File: config.mk
export PLATFORM = sky130hd
export DESIGN_NAME = ntt_coeff_packer
export DESIGN_NICKNAME = d
export VERILOG_FILES = /design/src/rtl/ntt_pkg.sv /design/src/rtl/ntt_pack_bank.sv /design/src/rtl/ntt_coeff_packer.sv
export SDC_FILE = /design/constraint.sdc
export NUM_CORES = 1
export LEC_CHECK = 0
export ABC_AREA = 1
export ABC_CLOCK_PERIOD_IN_PS = 1600
export CORE_UTILIZATION = 40
export CTS_CLUSTER_DIAMETER = 60
export CTS_CLUSTER_SIZE = 14
export DETAILED_ROUTE_END_ITERATION = 8
export GPL_TIMING_DRIVEN = 0
export PLACE_DENSITY = 0.7
export SLEW_MARGIN = 20
export SYNTH_ARGS = -nofsm -noshare
export SYNTH_HDL_FRONTEND = slang
export SYNTH_SLANG_ARGS = --single-unit
File: constraint.sdc
create_clock -name clk -period 1.6 [get_ports clk]
set_input_delay 0.4 -clock clk [delete_from_list [all_inputs] [get_ports clk]]
set_output_delay 0.4 -clock clk [all_outputs]
set_load 0.05 [all_outputs]
File: src/rtl/ntt_pkg.sv
// Shared NTT datapath constants.
// Used by the packer, bit-reversal and butterfly stages.
package ntt_pkg;

  localparam int COEFF_W = 8;
  localparam int N       = 8;
  localparam int LOG2N   = $clog2(N);
  localparam int VEC_W   = N * COEFF_W;
  localparam int Q       = 17;

  typedef logic [COEFF_W-1:0] coeff_t;
  typedef logic [VEC_W-1:0]   vec_t;

endpackage

File: src/rtl/ntt_pack_bank.sv
// One N-slot coefficient bank with a full flag.
// Slots are addressed for write and read back as a flat vector.
module ntt_pack_bank
  import ntt_pkg::*;
#(
  parameter int BW = COEFF_W,
  parameter int BN = N
) (
  input  logic                  clk,
  input  logic                  rst_n,
  input  logic                  wr_en,
  input  logic [$clog2(BN)-1:0] wr_slot,
  input  logic [BW-1:0]         wr_data,
  input  logic                  set_full,
  input  logic                  clr_full,
  output logic                  full,
  output logic [BN*BW-1:0]      vec
);

  logic [BN-1:0][BW-1:0] slot_q;
  logic                  full_q;

  assign vec  = slot_q;
  assign full = full_q;

  // slot storage; left intact on release, only the flag gates use
  always_ff @(posedge clk or negedge rst_n) begin
    if (!rst_n) begin
      slot_q <= '0;
    end else if (wr_en) begin
      slot_q[wr_slot] <= wr_data;
    end
  end

  // full flag; set and clear never target the same bank together
  always_ff @(posedge clk or negedge rst_n) begin
    if (!rst_n) begin
      full_q <= 1'b0;
    end else if (set_full) begin
      full_q <= 1'b1;
    end else if (clr_full) begin
      full_q <= 1'b0;
    end
  end

endmodule

File: src/rtl/ntt_coeff_packer.sv
// Serial-to-vector packer with ping-pong banks.
// Packs N coefficients into one natural-order vector.
module ntt_coeff_packer
  import ntt_pkg::*;
#(
  parameter int COEFF_W = ntt_pkg::COEFF_W,
  parameter int N       = ntt_pkg::N,
  parameter int Q       = ntt_pkg::Q
) (
  input  logic                 clk,
  input  logic                 rst_n,
  input  logic [COEFF_W-1:0]   in_coeff,
  input  logic                 in_valid,
  input  logic                 in_last,
  output logic                 in_ready,
  output logic [N*COEFF_W-1:0] vec_out,
  output logic                 vec_valid,
  input  logic                 vec_ready,
  output logic                 err_range,
  output logic                 err_frame,
  input  logic                 err_clr
);

  localparam int LW = $clog2(N);
  localparam int VW = N * COEFF_W;
  localparam logic [LW-1:0] LAST_SLOT = LW'(N - 1);
  localparam logic [COEFF_W:0] QV = (COEFF_W + 1)'(Q);

  logic [LW-1:0]      cnt;
  logic               wr_sel;
  logic               rd_sel;
  logic [1:0]         full;
  logic [1:0][VW-1:0] bank_vec;

  logic acc;
  logic out_hs;
  logic last_slot;
  logic range_hit;
  logic frame_hit;

  assign in_ready  = !full[wr_sel];
  assign acc       = in_valid && in_ready;
  assign last_slot = (cnt == LAST_SLOT);
  assign vec_valid = full[rd_sel];
  assign out_hs    = vec_valid && vec_ready;
  assign vec_out   = bank_vec[rd_sel];

  assign range_hit = acc && ({1'b0, in_coeff} >= QV);
  assign frame_hit = acc && (in_last != last_slot);

  for (genvar b = 0; b < 2; b++) begin : g_bank
    ntt_pack_bank #(
      .BW (COEFF_W),
      .BN (N)
    ) u_bank (
      .clk      (clk),
      .rst_n    (rst_n),
      .wr_en    (acc && (wr_sel == 1'(b))),
      .wr_slot  (cnt),
      .wr_data  (in_coeff),
      .set_full (acc && last_slot && (wr_sel == 1'(b))),
      .clr_full (out_hs && (rd_sel == 1'(b))),
      .full     (full[b]),
      .vec      (bank_vec[b])
    );
  end

  // slot counter and fill-bank select; frame length fixed by count
  always_ff @(posedge clk or negedge rst_n) begin
    if (!rst_n) begin
      cnt    <= '0;
      wr_sel <= 1'b0;
    end else if (acc) begin
      if (last_slot) begin
        cnt    <= '0;
        wr_sel <= !wr_sel;
      end else begin
        cnt <= cnt + 1'b1;
      end
    end
  end

  // presented-bank select advances on each output handshake
  always_ff @(posedge clk or negedge rst_n) begin
    if (!rst_n) begin
      rd_sel <= 1'b0;
    end else if (out_hs) begin
      rd_sel <= !rd_sel;
    end
  end

  // sticky errors; a new error beats a same-cycle clear
  always_ff @(posedge clk or negedge rst_n) begin
    if (!rst_n) begin
      err_range <= 1'b0;
      err_frame <= 1'b0;
    end else begin
      err_range <= range_hit | (err_range & !err_clr);
      err_frame <= frame_hit | (err_frame & !err_clr);
    end
  end

endmodule

==> flow_summary.toml <==
[outcome]
status = "complete, but fails checks"
violations = "negative setup slack"

[die]
die_x_um = 128
die_height_um = 128
core_area_um2 = 15400
dieArea_um2 = 16400
initial_utilization = 0.414
pin_count = 82
fp-row-count = 45

[setup_path]
worst-path-buf-inv = 4
cp_slowest_stage_delay_ps = 400
slowest_stage = "dfrtp_1"
end_kind = "output port"
crit_family = "buffers and inverters"
crit_path_max_fanout = 6
start_kind = "register"
cp.arrival_ps = 1610
required_ps = 1200
worstPathCellList = "clkbuf_16 -> inv_8 -> clkbuf_8 -> nand2_2 -> o21ai_4 -> buf_6"
critical_path_class = "reg2out"

[finish]
layout-drive-gt1-share = 0.317
n_antenna_cell = 0
nFillCells = 1276
final_net_count = 916
syn2layout_area_growth_pct = 48.3
stdcell_count = 1124
final_util = 0.614

[clocking]
clock_sinks = 137
path_clk_slew_ps = 50
cts_tree = "done"
cts_max_path_buffers = 2
cts_made_buffers = 17
ctsHtreeMaxLevel = 4
clock_latency_ps = 420
root_buffer = "clkbuf_16"

[sta]
setup_violations = 66
hold_ws_ps = 429
fmax_mhz = 498
timing.final.crit_period_ps = 2010
worst-slew-pin-transition_ps = 810
finClkSkew_ps = 4.37
rsz0062_at_grt = "true"
final_hold_viol_count = 0
timing.final.crit_share = 1.25
finalWorstSetupSlack_ps = -407
max_slew_margin = 0.460
slew_viol_final = 0

[min_path]
hp-class = "in2reg"

[route]
drtAntennaViolNets = 0
wl_per_cell_um = 16.7
first_iter_violations = 417
first_pass_iters = 5
viasPerCell = 5.04
wl_um = 18700
drcViolationCount = 0
via_count = 5661

[synthesis]
synthSimpleGateAreaFrac = 0.263
synthCells = 787
synth.distinct_cells = 23
synthesis.nets = 803
yosys.area_share.adder = 0.00393
ys_warn_count = 0
synth_compound_area_frac = 0.114
ys_seq_elements = 137
synth_xor_area_frac = 0.00138
synth_top_family_by_area = "simple AND/OR/NAND/NOR gates"
syn_area_um2 = 6370
synth_area_per_cell_um2 = 8.09
yosysSeqAreaShare = 0.538
synthMuxAreaShare = 0

[grt]
grt.overflow.total = 0
grt_max_degree = 93
grt_pass1_vias = 5533
grt_pass1_wl_um = 28900
antenna_found_initial = 0
grtUsageTotal = 0.236

[flow_run]
drv_cap = 0

[placed_design]
io_buffer_count = 73
gp_congestion = 0.797
dp_hpwl_um = 11600
dp_cells = 1072
[cell usage in the layout, fill, tap and decap left out, drive strengths merged]
master         synthesis  routed
nand2                310     310
o21ai                143     143
dfrtp                137     137
buf                   17      93
inv                   72      73
clkbuf                29      63
nand3                 58      58
nor2                  13      13
clkinv                 1       7
clkdlybuf4s50          0       3
nand4                  2       2
ha                     2       2
clkdlybuf4s15          0       2
nor3                   1       1
xnor2                  1       1
o31ai                  1       1
bufinv                 0       1
clkinvlp               0       1
dlygate4sd3            0       1
dlymetal6s2s           0       1
[flip-flops by register name, summed over array words and instances (netlist names)]
signal	flops
g_bank.u_bank.vec	128
rd_sel	1
g_bank.u_bank.full	2
err_frame	1
cnt	3
err_range	1
wr_sel	1
[metrics by stage]
step / setup WS (ps) / TNS, ps / cell area, um^2
after floorplan: -218 / -4190 / 6870
after global placement: -5440 / -844710 / 7870
after detailed placement: -1050 / -103220 / 7900
after CTS: -407 / -25130 / 9180
after global routing: -453 / -27250 / 9440
final: -407 / -24220 / 9440
[synthesized netlist by cell type]
master,instances,area (um^2)
nand2_2,1,6.26
buf_2,5,25.0
nor2_4,11,124
ha_1,2,25.0
nor2_1,2,7.51
nor3_1,1,5.00
nand3_1,52,260
nand2_1,309,1160
o21ai_0,120,601
o31ai_1,1,7.51
buf_6,4,45.0
inv_2,9,33.8
nand3_2,1,10.0
xnor2_1,1,8.76
nand3_4,5,87.6
dfrtp_1,137,3430
buf_4,7,52.6
buf_1,1,3.75
nand4_1,2,12.5
o21ai_1,23,115
clkinv_2,1,5.00
inv_1,63,236
clkbuf_1,29,109
[final timing paths]
| path | startpoint | endpoint | slack, ps | cells after the start |
|---|---|---|---|---|
| worst max-delay path | rd_sel$_DFFE_PN0N_ | vec_out[14] | -410 | 6 |
| worst min-delay path | in_valid | g_bank[1].u_bank.full$_DFFE_PN0P_ | 430 | 3 |
| worst max register to register | cnt[0]$_DFFE_PN0N_ | g_bank[1].u_bank.vec[6]$_DFFE_PN0P_ | 60 | 7 |
| worst min register to register | g_bank[0].u_bank.vec[54]$_DFFE_PN0P_ | g_bank[0].u_bank.vec[54]$_DFFE_PN0P_ | 470 | 2 |
| max in group asynchronous | rst_n | g_bank[0].u_bank.vec[13]$_DFFE_PN0P_ | 370 | 3 |
| min in group asynchronous | rst_n | g_bank[0].u_bank.vec[25]$_DFFE_PN0P_ | 470 | 2 |
[worst min-delay path: stages]
cell,delay [ps]
dlymetal6s2s_1,220
nand4_1,140
nand2_1,50
[cells by family after synthesis]
| group | Yosys count |
|---|---|
| AO/OA/AOI/OAI | 144 |
| XOR/XNOR | 1 |
| adder cells (fa/ha/maj) | 2 |
| buffers and inverters | 119 |
| flip-flops | 137 |
| AND/OR/NAND/NOR | 384 |
[per-layer routing]
metal,vias up,global-route usage,wire length [um]
met5,-,0,0
met4,0,0.0990,506
met3,35,0.0447,1080
met2,203,0.378,9070
met1,2703,0.314,8090
li1,2720,-,-
[repair_timing]
item,CTS,global route
endpoints found under the setup margin,69,149
endpoints found under the hold margin,45,0
cloned,9,0
hold buffers,1,0
setup buffers,4,6
resized for setup,567,58
pin swaps,5,15
[layout make-up]
class                           instances  area, um^2  area share
Timing Repair inverter                  2        27.5     0.00292
Clock buffer                           25         526      0.0557
Timing Repair Buffer                   92        1080       0.114
Tap cell                              211         264      0.0280
Multi-Input combinational cell        531        3250       0.344
Buffer                                 46         499      0.0529
Inverter                               73         304      0.0322
Sequential cell                       137        3430       0.363
Clock inverter                          7        62.6     0.00663
Power is not shown: default switching activity piles up to over one toggle a cycle in this logic, so the estimate is an artifact.
